**config.mk**
```make
export PLATFORM = sky130hd
export DESIGN_NAME = csr_file
export DESIGN_NICKNAME = d
export VERILOG_FILES = /design/src/rtl/csr_file_pkg.sv /design/src/rtl/csr_counter64.sv /design/src/rtl/csr_file.sv
export SDC_FILE = /design/constraint.sdc
export NUM_CORES = 1
export LEC_CHECK = 0
export CORE_MARGIN = 2
export CORE_UTILIZATION = 38
export CTS_CLUSTER_DIAMETER = 60
export DETAILED_ROUTE_END_ITERATION = 8
export PLACE_DENSITY_LB_ADDON = 0.3
export SLEW_MARGIN = 10
export SYNTH_ARGS = -nofsm -noshare
export SYNTH_HDL_FRONTEND = slang
export SYNTH_SLANG_ARGS = --single-unit
```
**constraint.sdc**
```tcl
create_clock -name clk -period 4.95 [get_ports clk]
set_clock_uncertainty 0.1 [all_clocks]
set_input_delay 0.99 -clock clk [delete_from_list [all_inputs] [get_ports clk]]
set_output_delay 0.99 -clock clk [all_outputs]
set_load 0.05 [all_outputs]
```
**src/rtl/csr_file_pkg.sv**
```systemverilog
// Shared definitions for the machine-mode CSR file: CSR addresses, mstatus/mip/mie
// bit positions, trap cause codes, the misa constant and the trap event encoding.
package csr_defines;

  // CSR addresses
  localparam logic [11:0] CSR_MSTATUS   = 12'h300;
  localparam logic [11:0] CSR_MISA      = 12'h301;
  localparam logic [11:0] CSR_MIE       = 12'h304;
  localparam logic [11:0] CSR_MTVEC     = 12'h305;
  localparam logic [11:0] CSR_MSCRATCH  = 12'h340;
  localparam logic [11:0] CSR_MEPC      = 12'h341;
  localparam logic [11:0] CSR_MCAUSE    = 12'h342;
  localparam logic [11:0] CSR_MIP       = 12'h344;
  localparam logic [11:0] CSR_MCYCLE    = 12'hB00;
  localparam logic [11:0] CSR_MINSTRET  = 12'hB02;
  localparam logic [11:0] CSR_MCYCLEH   = 12'hB80;
  localparam logic [11:0] CSR_MINSTRETH = 12'hB82;
  localparam logic [11:0] CSR_CYCLE     = 12'hC00;
  localparam logic [11:0] CSR_INSTRET   = 12'hC02;
  localparam logic [11:0] CSR_CYCLEH    = 12'hC80;
  localparam logic [11:0] CSR_INSTRETH  = 12'hC82;
  localparam logic [11:0] CSR_MHARTID   = 12'hF14;

  // Bit positions
  localparam int MSTATUS_MIE  = 3;
  localparam int MSTATUS_MPIE = 7;
  localparam int MIP_MSIP     = 3;
  localparam int MIP_MTIP     = 7;
  localparam int MIP_MEIP     = 11;

  // Constant fields and masks
  localparam logic [31:0] MSTATUS_FIXED = 32'h0000_1800;  // MPP = 11 (M-mode only)
  localparam logic [31:0] MIE_MASK      = 32'h0000_0888;
  localparam logic [31:0] MISA_VALUE    = 32'h4000_0100;  // RV32I

  // Cause codes
  localparam logic [31:0] CAUSE_ECALL_M    = 32'd11;
  localparam logic [31:0] CAUSE_BREAKPOINT = 32'd3;
  localparam logic [31:0] CAUSE_MSI        = 32'h8000_0003;
  localparam logic [31:0] CAUSE_MTI        = 32'h8000_0007;
  localparam logic [31:0] CAUSE_MEI        = 32'h8000_000B;

  // Trap/return event applied on an edge; only one is applied at a time
  typedef enum logic [2:0] {
    EV_NONE   = 3'd0,
    EV_IRQ    = 3'd1,
    EV_ECALL  = 3'd2,
    EV_EBREAK = 3'd3,
    EV_MRET   = 3'd4
  } trap_event_e;

  // Fixed-priority interrupt cause: MEI, then MSI, then MTI
  function automatic logic [31:0] irq_cause(input logic [31:0] active);
    if (active[MIP_MEIP])      irq_cause = CAUSE_MEI;
    else if (active[MIP_MSIP]) irq_cause = CAUSE_MSI;
    else if (active[MIP_MTIP]) irq_cause = CAUSE_MTI;
    else                       irq_cause = 32'd0;
  endfunction

endpackage

```
**src/rtl/csr_counter64.sv**
```systemverilog
// 64-bit free-running counter with per-half write strobes. A write to either
// half replaces that half, holds the other, and suppresses the increment.
module csr_counter64
  import csr_defines::*;
(
  input  logic        clk,
  input  logic        rst,
  input  logic        inc_i,
  input  logic        wr_lo_i,
  input  logic        wr_hi_i,
  input  logic [31:0] wdata_i,
  output logic [63:0] count_o
);

  logic [63:0] count_q, count_d;

  // Next count: half write wins over increment; increment wraps naturally
  always_comb begin
    count_d = count_q;
    if (wr_lo_i)      count_d = {count_q[63:32], wdata_i};
    else if (wr_hi_i) count_d = {wdata_i, count_q[31:0]};
    else if (inc_i)   count_d = count_q + 64'd1;
  end

  // Counter register
  always_ff @(posedge clk or posedge rst) begin
    if (rst) count_q <= 64'd0;
    else     count_q <= count_d;
  end

  assign count_o = count_q;

endmodule

```
**src/rtl/csr_file.sv**
```systemverilog
// Machine-mode CSR file and trap-state holder for the RV32 pipeline.
// Optional counters (mcycle/minstret and user aliases) are built when ZICNTR_EN
// is defined; otherwise those addresses read as unimplemented.
// Read handshake: csr_read_data/csr_valid are combinational from csr_addr and
// csr_read_enable; a write commits on the rising edge where csr_write_enable=1.
module csr_file
  import csr_defines::*;
#(
  parameter logic [31:0] MTVEC_RESET = 32'h0000_0000,
  parameter logic [31:0] HART_ID     = 32'd0
) (
  input  logic        clk,
  input  logic        rst,
  input  logic [11:0] csr_addr,
  input  logic        csr_read_enable,
  input  logic        csr_write_enable,
  input  logic [31:0] csr_write_data,
  output logic [31:0] csr_read_data,
  output logic        csr_valid,
  input  logic [31:0] pc_ex,
  input  logic        interrupt_taken,
  input  logic        ecall_exception,
  input  logic        ebreak_exception,
  input  logic        mret_instruction,
  input  logic        instr_retired,
  input  logic        ext_irq,
  input  logic        timer_irq,
  input  logic        sw_irq,
  output logic        interrupt_pending,
  output logic [31:0] interrupt_cause,
  output logic [31:0] mtvec,
  output logic [31:0] mepc
);

  logic        st_mie_q, st_mie_d;
  logic        st_mpie_q, st_mpie_d;
  logic [31:0] mie_q, mie_d;
  logic [31:0] mip_q, mip_d;
  logic [31:0] mtvec_q, mtvec_d;
  logic [31:0] mscratch_q, mscratch_d;
  logic [31:0] mepc_q, mepc_d;
  logic [31:0] mcause_q, mcause_d;
  logic [31:0] mstatus_rd;
  trap_event_e ev;

  assign mstatus_rd = MSTATUS_FIXED
                    | (32'(st_mpie_q) << MSTATUS_MPIE)
                    | (32'(st_mie_q) << MSTATUS_MIE);

  // Pending interrupt and its cause, purely from registered state
  always_comb begin
    interrupt_pending = st_mie_q && (|(mip_q & mie_q));
    interrupt_cause   = interrupt_pending ? irq_cause(mip_q & mie_q) : 32'd0;
  end

  // Select the single trap/return event applied this edge
  always_comb begin
    ev = EV_NONE;
    if (interrupt_taken)       ev = EV_IRQ;
    else if (ecall_exception)  ev = EV_ECALL;
    else if (ebreak_exception) ev = EV_EBREAK;
    else if (mret_instruction) ev = EV_MRET;
  end

  // Next-state for trap state and writable CSRs; trap/MRET beat a CSR write
  always_comb begin
    st_mie_d   = st_mie_q;
    st_mpie_d  = st_mpie_q;
    mie_d      = mie_q;
    mtvec_d    = mtvec_q;
    mscratch_d = mscratch_q;
    mepc_d     = mepc_q;
    mcause_d   = mcause_q;

    mip_d           = 32'd0;
    mip_d[MIP_MEIP] = ext_irq;
    mip_d[MIP_MTIP] = timer_irq;
    mip_d[MIP_MSIP] = sw_irq;

    if (csr_write_enable) begin
      case (csr_addr)
        CSR_MSTATUS: begin
          st_mie_d  = csr_write_data[MSTATUS_MIE];
          st_mpie_d = csr_write_data[MSTATUS_MPIE];
        end
        CSR_MIE:      mie_d      = csr_write_data & MIE_MASK;
        CSR_MTVEC:    mtvec_d    = csr_write_data & ~32'h3;
        CSR_MSCRATCH: mscratch_d = csr_write_data;
        CSR_MEPC:     mepc_d     = csr_write_data & ~32'h3;
        CSR_MCAUSE:   mcause_d   = csr_write_data;
        default: ;
      endcase
    end

    case (ev)
      EV_IRQ, EV_ECALL, EV_EBREAK: begin
        mepc_d    = pc_ex & ~32'h3;
        st_mpie_d = st_mie_q;
        st_mie_d  = 1'b0;
        if (ev == EV_IRQ)        mcause_d = interrupt_cause;
        else if (ev == EV_ECALL) mcause_d = CAUSE_ECALL_M;
        else                     mcause_d = CAUSE_BREAKPOINT;
      end
      EV_MRET: begin
        st_mie_d  = st_mpie_q;
        st_mpie_d = 1'b1;
      end
      default: ;
    endcase
  end

  // CSR and trap-state registers
  always_ff @(posedge clk or posedge rst) begin
    if (rst) begin
      st_mie_q   <= 1'b0;
      st_mpie_q  <= 1'b0;
      mie_q      <= 32'd0;
      mip_q      <= 32'd0;
      mtvec_q    <= MTVEC_RESET & ~32'h3;
      mscratch_q <= 32'd0;
      mepc_q     <= 32'd0;
      mcause_q   <= 32'd0;
    end else begin
      st_mie_q   <= st_mie_d;
      st_mpie_q  <= st_mpie_d;
      mie_q      <= mie_d;
      mip_q      <= mip_d;
      mtvec_q    <= mtvec_d;
      mscratch_q <= mscratch_d;
      mepc_q     <= mepc_d;
      mcause_q   <= mcause_d;
    end
  end

`ifdef ZICNTR_EN
  logic [63:0] mcycle_cnt;
  logic [63:0] minstret_cnt;

  csr_counter64 u_mcycle (
    .clk     (clk),
    .rst     (rst),
    .inc_i   (1'b1),
    .wr_lo_i (csr_write_enable && (csr_addr == CSR_MCYCLE)),
    .wr_hi_i (csr_write_enable && (csr_addr == CSR_MCYCLEH)),
    .wdata_i (csr_write_data),
    .count_o (mcycle_cnt)
  );

  csr_counter64 u_minstret (
    .clk     (clk),
    .rst     (rst),
    .inc_i   (instr_retired),
    .wr_lo_i (csr_write_enable && (csr_addr == CSR_MINSTRET)),
    .wr_hi_i (csr_write_enable && (csr_addr == CSR_MINSTRETH)),
    .wdata_i (csr_write_data),
    .count_o (minstret_cnt)
  );
`else
  logic unused_instr_retired;
  assign unused_instr_retired = instr_retired;
`endif

  // Combinational read mux; unimplemented or non-read requests return 0
  always_comb begin
    csr_read_data = 32'd0;
    csr_valid     = 1'b0;
    if (csr_read_enable) begin
      csr_valid = 1'b1;
      case (csr_addr)
        CSR_MSTATUS:  csr_read_data = mstatus_rd;
        CSR_MISA:     csr_read_data = MISA_VALUE;
        CSR_MIE:      csr_read_data = mie_q;
        CSR_MTVEC:    csr_read_data = mtvec_q;
        CSR_MSCRATCH: csr_read_data = mscratch_q;
        CSR_MEPC:     csr_read_data = mepc_q;
        CSR_MCAUSE:   csr_read_data = mcause_q;
        CSR_MIP:      csr_read_data = mip_q;
        CSR_MHARTID:  csr_read_data = HART_ID;
`ifdef ZICNTR_EN
        CSR_MCYCLE,   CSR_CYCLE:    csr_read_data = mcycle_cnt[31:0];
        CSR_MCYCLEH,  CSR_CYCLEH:   csr_read_data = mcycle_cnt[63:32];
        CSR_MINSTRET, CSR_INSTRET:  csr_read_data = minstret_cnt[31:0];
        CSR_MINSTRETH,CSR_INSTRETH: csr_read_data = minstret_cnt[63:32];
`endif
        default:      csr_valid = 1'b0;
      endcase
    end
  end

  assign mtvec = mtvec_q;
  assign mepc  = mepc_q;

endmodule

```
== Word level (Yosys, flattened, before mapping) ==
Cells that the tools add are included.
W data, S select, Z words.

* Eq/ne operators: 13
* Multiplexer cells: 26
* Bitwise gates (word level): 2
* Reduce and logical (&&, ||, !) cells: 15

{| class="wikitable"
|+ Operators with widths
! cell !! number
|-
| $mux W32 || 12
|-
| $pmux W32 S8 || 1
|-
| $eq A12 B10 Y1 const B || 8
|-
| $reduce_or A32 Y1 || 1
|-
| $or A13 B4 Y13 || 1
|-
| $and A12 B12 Y12 || 1
|-
| $eq A12 B12 Y1 const B || 1
|-
| $mux W3 || 4
|-
| $reduce_and A2 Y1 || 6
|-
| $reduce_or A9 Y1 || 1
|-
| $eq A3 B2 Y1 const B || 2
|-
| $mux W1 || 6
|-
| $reduce_bool A2 Y1 || 3
|-
| $reduce_bool A3 Y1 || 2
|-
| $mux W4 || 1
|-
| $pmux W1 S2 || 2
|-
| $eq A3 B1 Y1 const B || 1
|-
| $eq A3 B3 Y1 const B || 1
|-
| $reduce_or A3 Y1 || 1
|-
| $logic_and A1 B1 Y1 || 1
|}

* Register bits: 134
* Output and inout bits: 130
* Word-level logic and storage cells: 64

== Depth between registers and ports, before layout ==
* Depth after elaboration: 8
* Mapped depth: 7
* Gate-level depth less buffers: 5

== Worst setup path after synthesis ==
No wires, ideal clock.

* Path type: input to output
* From: input csr_addr[6]
* To: output csr_valid
* Data arrival time: 3.219 ns
* Data required time: 3.860 ns
* Slack: 0.641 ns
* Stages: 3
* Cell sequence: clkbuf_1 -> nand4bb_2 -> o41ai_1

* Longest elaborated chain between the ends: 4

{| class="wikitable"
|+ Ends and longest elaborated chain
! item !! RTL line !! RTL
|-
| from (decl) || csr_file.sv:14 || <nowiki>input logic [11:0] csr_addr,</nowiki>
|-
| $eq A12 B12 Y1 or $eq A12 B10 Y1 (tied branches) || csr_file.sv:169 || <nowiki>case (csr_addr)</nowiki>
|-
| $reduce_or A9 Y1 (no line) (*) || n/a ||
|-
| $mux W1 (*) || csr_file.sv:169 ||
|-
| $mux W1 (*) || csr_file.sv:167 || <nowiki>if (csr_read_enable) begin</nowiki>
|-
| to (decl) || csr_file.sv:19 || <nowiki>output logic csr_valid,</nowiki>
|}

Mark *: on every way between the ends. The rest lies on a longest branch, timed or not.

== Worst setup path after layout ==
* From: input csr_addr[5]
* To: output csr_read_data[1]

* Longest elaborated chain between the ends: 3

{| class="wikitable"
|+ Ends and longest elaborated chain
! item !! RTL line !! RTL
|-
| $eq A12 B10 Y1 || csr_file.sv:169 ||
|-
| $pmux W32 S8 (*) || csr_file.sv:169 ||
|-
| $mux W32 (*) || csr_file.sv:167 ||
|-
| to (decl) || csr_file.sv:18 || <nowiki>output logic [31:0] csr_read_data,</nowiki>
|}

Marked as above.

==> impl_metrics.json <==
{
  "place_congestion": 0.845,
  "hold_buffers": 0,
  "final_util_pct": 54.6,
  "ys_types": 51,
  "fmax_mhz": 221,
  "hold_depth": 1,
  "gr-usage-all-layers_pct": 22.1,
  "slew_violations": 0,
  "r2r-start": "mie_q[3]",
  "syn_avg_cell_area_um2": 10.1,
  "cp.arrival_ns": 3.43,
  "rsz0062_at_grt": "false",
  "cts_tree": "yes",
  "worst_hold_path.endpoint": "mcause_q[5]",
  "synth_edf_count": 0,
  "cts_max_path_buffers": 2,
  "num_antenna_cells": 0,
  "grt_max_degree": 95,
  "setup_viol": 0,
  "initial_core_util_pct": 38.5,
  "antenna_left": 0,
  "async_flop_share_pct": 100,
  "synth_cells": 678,
  "cp-start-kind": "input pin",
  "root_buffer": "clkbuf_16",
  "wire_per_inst_um": 19.1,
  "antenna_found_initial": 1,
  "boundaryPins": 218,
  "cts_setup_buffers": 0,
  "fin_cells": 1094,
  "tightest_slew_ns": 0.879,
  "syn-cell-area_um2": 6870,
  "internal_power_mw": 2.04,
  "syn2layout_area_growth_pct": 41.8,
  "grt_pass1_vias": 5992,
  "power_density_nw_per_um2": 286,
  "nets": 940,
  "relSlewSlack_pct": 41.4,
  "drt_pass1_iterations": 5,
  "seqPwrFrac_pct": 40.4,
  "drc": 0,
  "hold_path_class": "flip-flop to flip-flop",
  "switching_share_pct": 26.9,
  "vias": 5930,
  "routed_via_density": 5.42,
  "min_period_ns": 4.52,
  "gr-total-overflow": 0,
  "finalCritPeriodShare_pct": 91.3,
  "std_cell_rows": 49,
  "pwr-share-clk_pct": 46.5,
  "maxCapViolCount": 0,
  "end_kind": "primary output",
  "grt_pass1_wl_mm": 33.5,
  "cts_num_sinks": 132,
  "reg2reg_to": "mcause_q[31]",
  "synth-seq-cells": 132,
  "postCtsResizedCells": 0,
  "routed_wl_mm": 21.0,
  "h-tree-depth": 4,
  "p_leak_nw": 4.14,
  "ir_drop_uv": 240,
  "clk_pin_slew_ns": 0.06,
  "layout-drive-gt1-share_pct": 16.9,
  "cp-startpoint": "csr_addr[5]",
  "outcome": "finished, final reports clean",
  "pwr-share-comb_pct": 13.1,
  "hpwl_mm": 13.6,
  "setup_tns_ns": 0,
  "synth-seq-area-share_pct": 48.1,
  "die_w_um": 138,
  "r2r_cells": 5,
  "min_from": "mcause_q[5]",
  "clk_latency_ns": 0.43,
  "fillers": 1557,
  "drtIter0Drc": 421,
  "r2r_slack_ns": 3.09,
  "die_h_um": 138,
  "cp.required_ns": 3.86,
  "placed_cells": 1062,
  "core_um2": 17800,
  "synth_ff_type": "dfrtp_1",
  "power_switching_uw": 752,
  "numPortBuffers": 183,
  "yosys_warnings": 0,
  "crit_type": "input pin to primary output",
  "finalHoldViolCount": 0,
  "cp_max_fo": 32,
  "cts_buffers": 17,
  "dieArea_um2": 19200
}
-- critical path, cell delays in order --
cell             delay (ns)
clkdlybuf4s50_1        0.47
or4_1                  0.71
nor2_1                 0.22
nand4_1                0.14
buf_4                  0.29
nor3_1                 0.40
buf_12                 0.19
-- stage by stage --
step                cell area, µm²  setup WS [ns]  power, mW  hold WS, ns
detailed placement            9140          0.423       1.51        0.391
floorplan                     6980          0.334       1.37        0.364
global placement              9140          0.411       1.51        0.386
global route                  9740          0.329       2.88        0.418
finish                        9740          0.429       2.79        0.402
CTS                           9740          0.415       2.81        0.405
-- state kept, by name (all words and copies together), names as in the netlist --
name and count:
st_mpie_q 1, mie_q 3, st_mie_q 1, mscratch_q 32
mtvec 30, mepc 30, mcause_q 32, mip_q 3
-- power by group through the flow --
| stage | logic (mW) | registers (mW) | clock network, mW |
|---|---|---|---|
| final | 0.366 | 1.13 | 1.30 |
| after global routing | 0.388 | 1.13 | 1.36 |
| after CTS | 0.367 | 1.13 | 1.32 |
| after global placement | 0.364 | 1.15 | 0 |
| after floorplan | 0.158 | 1.21 | 0 |
| after detailed placement | 0.366 | 1.15 | 0 |
-- how the worst max path moves through the flow --
stage,to,slack (ns),cells after the start
2_1_floorplan,mcause_q[0],0.33,1
3_3_place_gp,csr_read_data[0],0.41,7
3_5_place_dp,csr_read_data[0],0.42,7
4_1_cts,csr_read_data[1],0.42,7
5_1_grt,csr_read_data[1],0.33,7
6_report,csr_read_data[1],0.43,7
-- synthesized netlist by cell type, types with 3 or more instances --
cell type	number	share of area, %
dfrtp_1	132	48
nand2_1	115	6.3
nor2_1	46	2.5
mux2_2	41	6.7
a21oi_1	35	2.5
buf_4	33	3.6
a31oi_1	31	2.8
mux2_1	31	5.1
clkbuf_1	29	1.6
a22o_1	28	3.6
a22oi_1	28	3.1
a21o_1	24	2.6
buf_2	14	1.0
inv_1	7	0.38
mux2i_1	7	1.0
nand3_1	6	0.44
nand3b_1	6	0.66
buf_6	5	0.82
nand4_1	5	0.46
nor3_1	5	0.36
o21ai_0	5	0.36
nor2b_1	3	0.27
nor4_4	3	0.93
o22ai_1	3	0.27
-- placed cells by master, fill, tap and decap left out, types with 6 or more instances in the layout --
master           Yosys  routed
mux2i_1              7       7
nor2_1              46      45
dfrtp_1            132     132
inv_1                7       6
mux2_1              31      31
nand2_1            115     115
a21oi_1             35      35
clkdlybuf4s50_1      0     150
a31oi_1             31      31
a22o_1              28      28
a21o_1              24      24
conb_1               1      31
nand3_1              6       6
nand3b_1             6       6
buf_12               0      32
a22oi_1             28      28
buf_4               33      26
mux2_2              41      41
clkbuf_16            0      17
-- cell families after synthesis --
kind of cell,share of synthesized area [%]
compound gates,16.4
buf+inv,7.52
flops,48.1
mux,12.8
other cells,0.0546
simple gates,15.1
-- layout make-up --
class | instances | area [µm²] | area share, %
sequential | 132 | 3300 | 33.9
multi-input combinational | 486 | 3180 | 32.7
timing repair buffer | 208 | 2340 | 24.0
clock buffer | 20 | 447 | 4.58
tap | 229 | 287 | 2.94
clock inverter | 12 | 156 | 1.61
inverter | 7 | 31.3 | 0.321
-- routing by layer --
metal,vias to the layer above,part of all wire (%),GRT usage [%]
met1,2946,44,29.4
met2,239,48,35.8
met3,25,6.8,4.71
met5,-,0,0
met4,0,1.8,7.73
li1,2720,-,-
Note: power is estimated with default switching activity, not from simulation.
==> RTL edit: new RTL, same flow settings <==
Add an input register stage for `sw_irq`, with the module's reset; this delays it by one clock. The other inputs are not delayed to match.
--- a/src/rtl/csr_file.sv
+++ b/src/rtl/csr_file.sv
@@ -33,4 +33,14 @@
 );
 
+  logic sw_irq_q;
+
+  always_ff @(posedge clk or posedge rst) begin
+    if (rst) begin
+      sw_irq_q <= '0;
+    end else begin
+      sw_irq_q <= sw_irq;
+    end
+  end
+
   logic        st_mie_q, st_mie_d;
   logic        st_mpie_q, st_mpie_d;
@@ -76,5 +86,5 @@
     mip_d[MIP_MEIP] = ext_irq;
     mip_d[MIP_MTIP] = timer_irq;
-    mip_d[MIP_MSIP] = sw_irq;
+    mip_d[MIP_MSIP] = sw_irq_q;
 
     if (csr_write_enable) begin
Check against the original RTL: not equivalent (Yosys sat finds a counterexample within 4 cycles, from zero or initial values and one cycle with rst high).
==> RTL edit against the unedited design <==
Sequential cell count rose by 1; synthesized area shrank 1.7%; total power down 3.5%; utilization rose by 0.91 points; maximum frequency fell by 6.1%; setup slack lost 0.29 ns; final area decreased by 1.1%; routed wire length grew 6.6%; critical path type unchanged; critical endpoint is now csr_valid; largest cell class unchanged; largest power group unchanged; highest routed layer unchanged.
==> RTL edit: results (changes against the unedited design) <==
worst_setup_path:
  rr_worst_depth: 4  # -1
  timing.rr.start: "mie_q[11]"
  critPathMaxFanout: 33  # +3.1%
  endpoint: "csr_valid"
  worstPathArrival_ns: 3.72  # +0.29 ns
  r2r_setup_slack_ns: 3.26  # +0.17 ns
synthesis:
  ys_types: 44  # -14%
  synth.area.top_cells: "dfrtp_1 (49%), mux2_2 (12%), a22o_1 (7.3%), a21oi_1 (4.5%), buf_4 (3.7%)"
  synth_compound_area_share_pct: 22.34  # +6.0 points
final_layout:
  drive_above_1_share_pct: 20.69  # +3.8 points
  num-fill-cells: 1455  # -6.6%
  nets: 889  # -5.4%
min_path:
  whs_path_depth: 0  # -1
  min_to: "mip_q[3]"
  hp-start: "sw_irq_q"
placed_design:
  dp_hpwl_um: 14760  # +8.6%
  dp_slack_ns: 0.2071  # -0.2162 ns
power_and_ir_drop:
  ir_drop_mv: 0.2469  # +3.0%
  internal-power_mw: 1.970  # -3.3%
  p_leak_nw: 4.119  # -0.57%
routing:
  wl_um: 22330  # +6.6%
  drtPass1Iterations: 7  # +2
  num_vias: 6122  # +3.2%
global_routing:
  grt_max_degree: 100  # +5.3%
  grt_pass1_vias: 6320  # +5.5%
  antenna_found_initial: 2  # +1
  grt_pass1_wl_um: 34330  # +2.3%
sta:
  whs_ns: 0.2579  # -0.1442 ns
  max_slew.worst_pin.slew_ns: 1.297  # +0.4176 ns
run_status:
  status: "complete, no violations"
-- RTL edit: cell count changes in the layout (fill, tap and decap cells not counted), moves of 22 or more --
cell | unedited run | this run
nand2_1 | 115 | 30
mux2_1 | 31 | 2
mux2_2 | 41 | 70
a22o_1 | 28 | 56
a32oi_1 | 0 | 27
a21oi_1 | 35 | 61
a21o_1 | 24 | 0
o21ai_0 | 5 | 28
a22oi_1 | 28 | 6
-- RTL edit: worst max-delay path, cell delays in order --
cell             delay, ns
clkdlybuf4s50_1       0.68
nand4bb_1             0.42
nor3_4                0.09
o21ai_4               0.90
o21ai_0               0.37
buf_12                0.26
-- RTL edit: layout make-up --
cell class | count | share of cell area, %
Sequential cell | 133 | 34.54
Multi-Input combinational cell | 437 | 32.30
Timing Repair Buffer | 205 | 24.36
Clock buffer | 25 | 5.038
Tap cell | 225 | 2.921
Clock inverter | 5 | 0.5193
Inverter | 7 | 0.3246
-- RTL edit: power by group through the flow --
stage          Clock, mW  Combinational (mW)  Sequential, mW
2_1_floorplan          0               0.170            1.22
3_3_place_gp           0               0.382            1.15
3_5_place_dp           0               0.389            1.15
4_1_cts             1.18               0.390            1.13
5_1_grt             1.23               0.414            1.14
6_report            1.17               0.389            1.14
-- RTL edit: layer usage --
metal / vias to the layer above / global-route usage (%) / part of all wire (%)
met1: 3049 / 29.82 / 40
met3: 44 / 6.696 / 8.9
li1: 2660 / - / -
met4: 0 / 9.164 / 2.1
met5: - / 0 / 0
met2: 369 / 40.44 / 49
-- RTL edit: stage by stage --
step | cell area (µm²) | instances
6_report | 9637 | 1037
5_1_grt | 9637 | 1037
4_1_cts | 9637 | 1037
3_5_place_dp | 9101 | 1007
3_3_place_gp | 9101 | 1007
2_1_floorplan | 6867 | 666
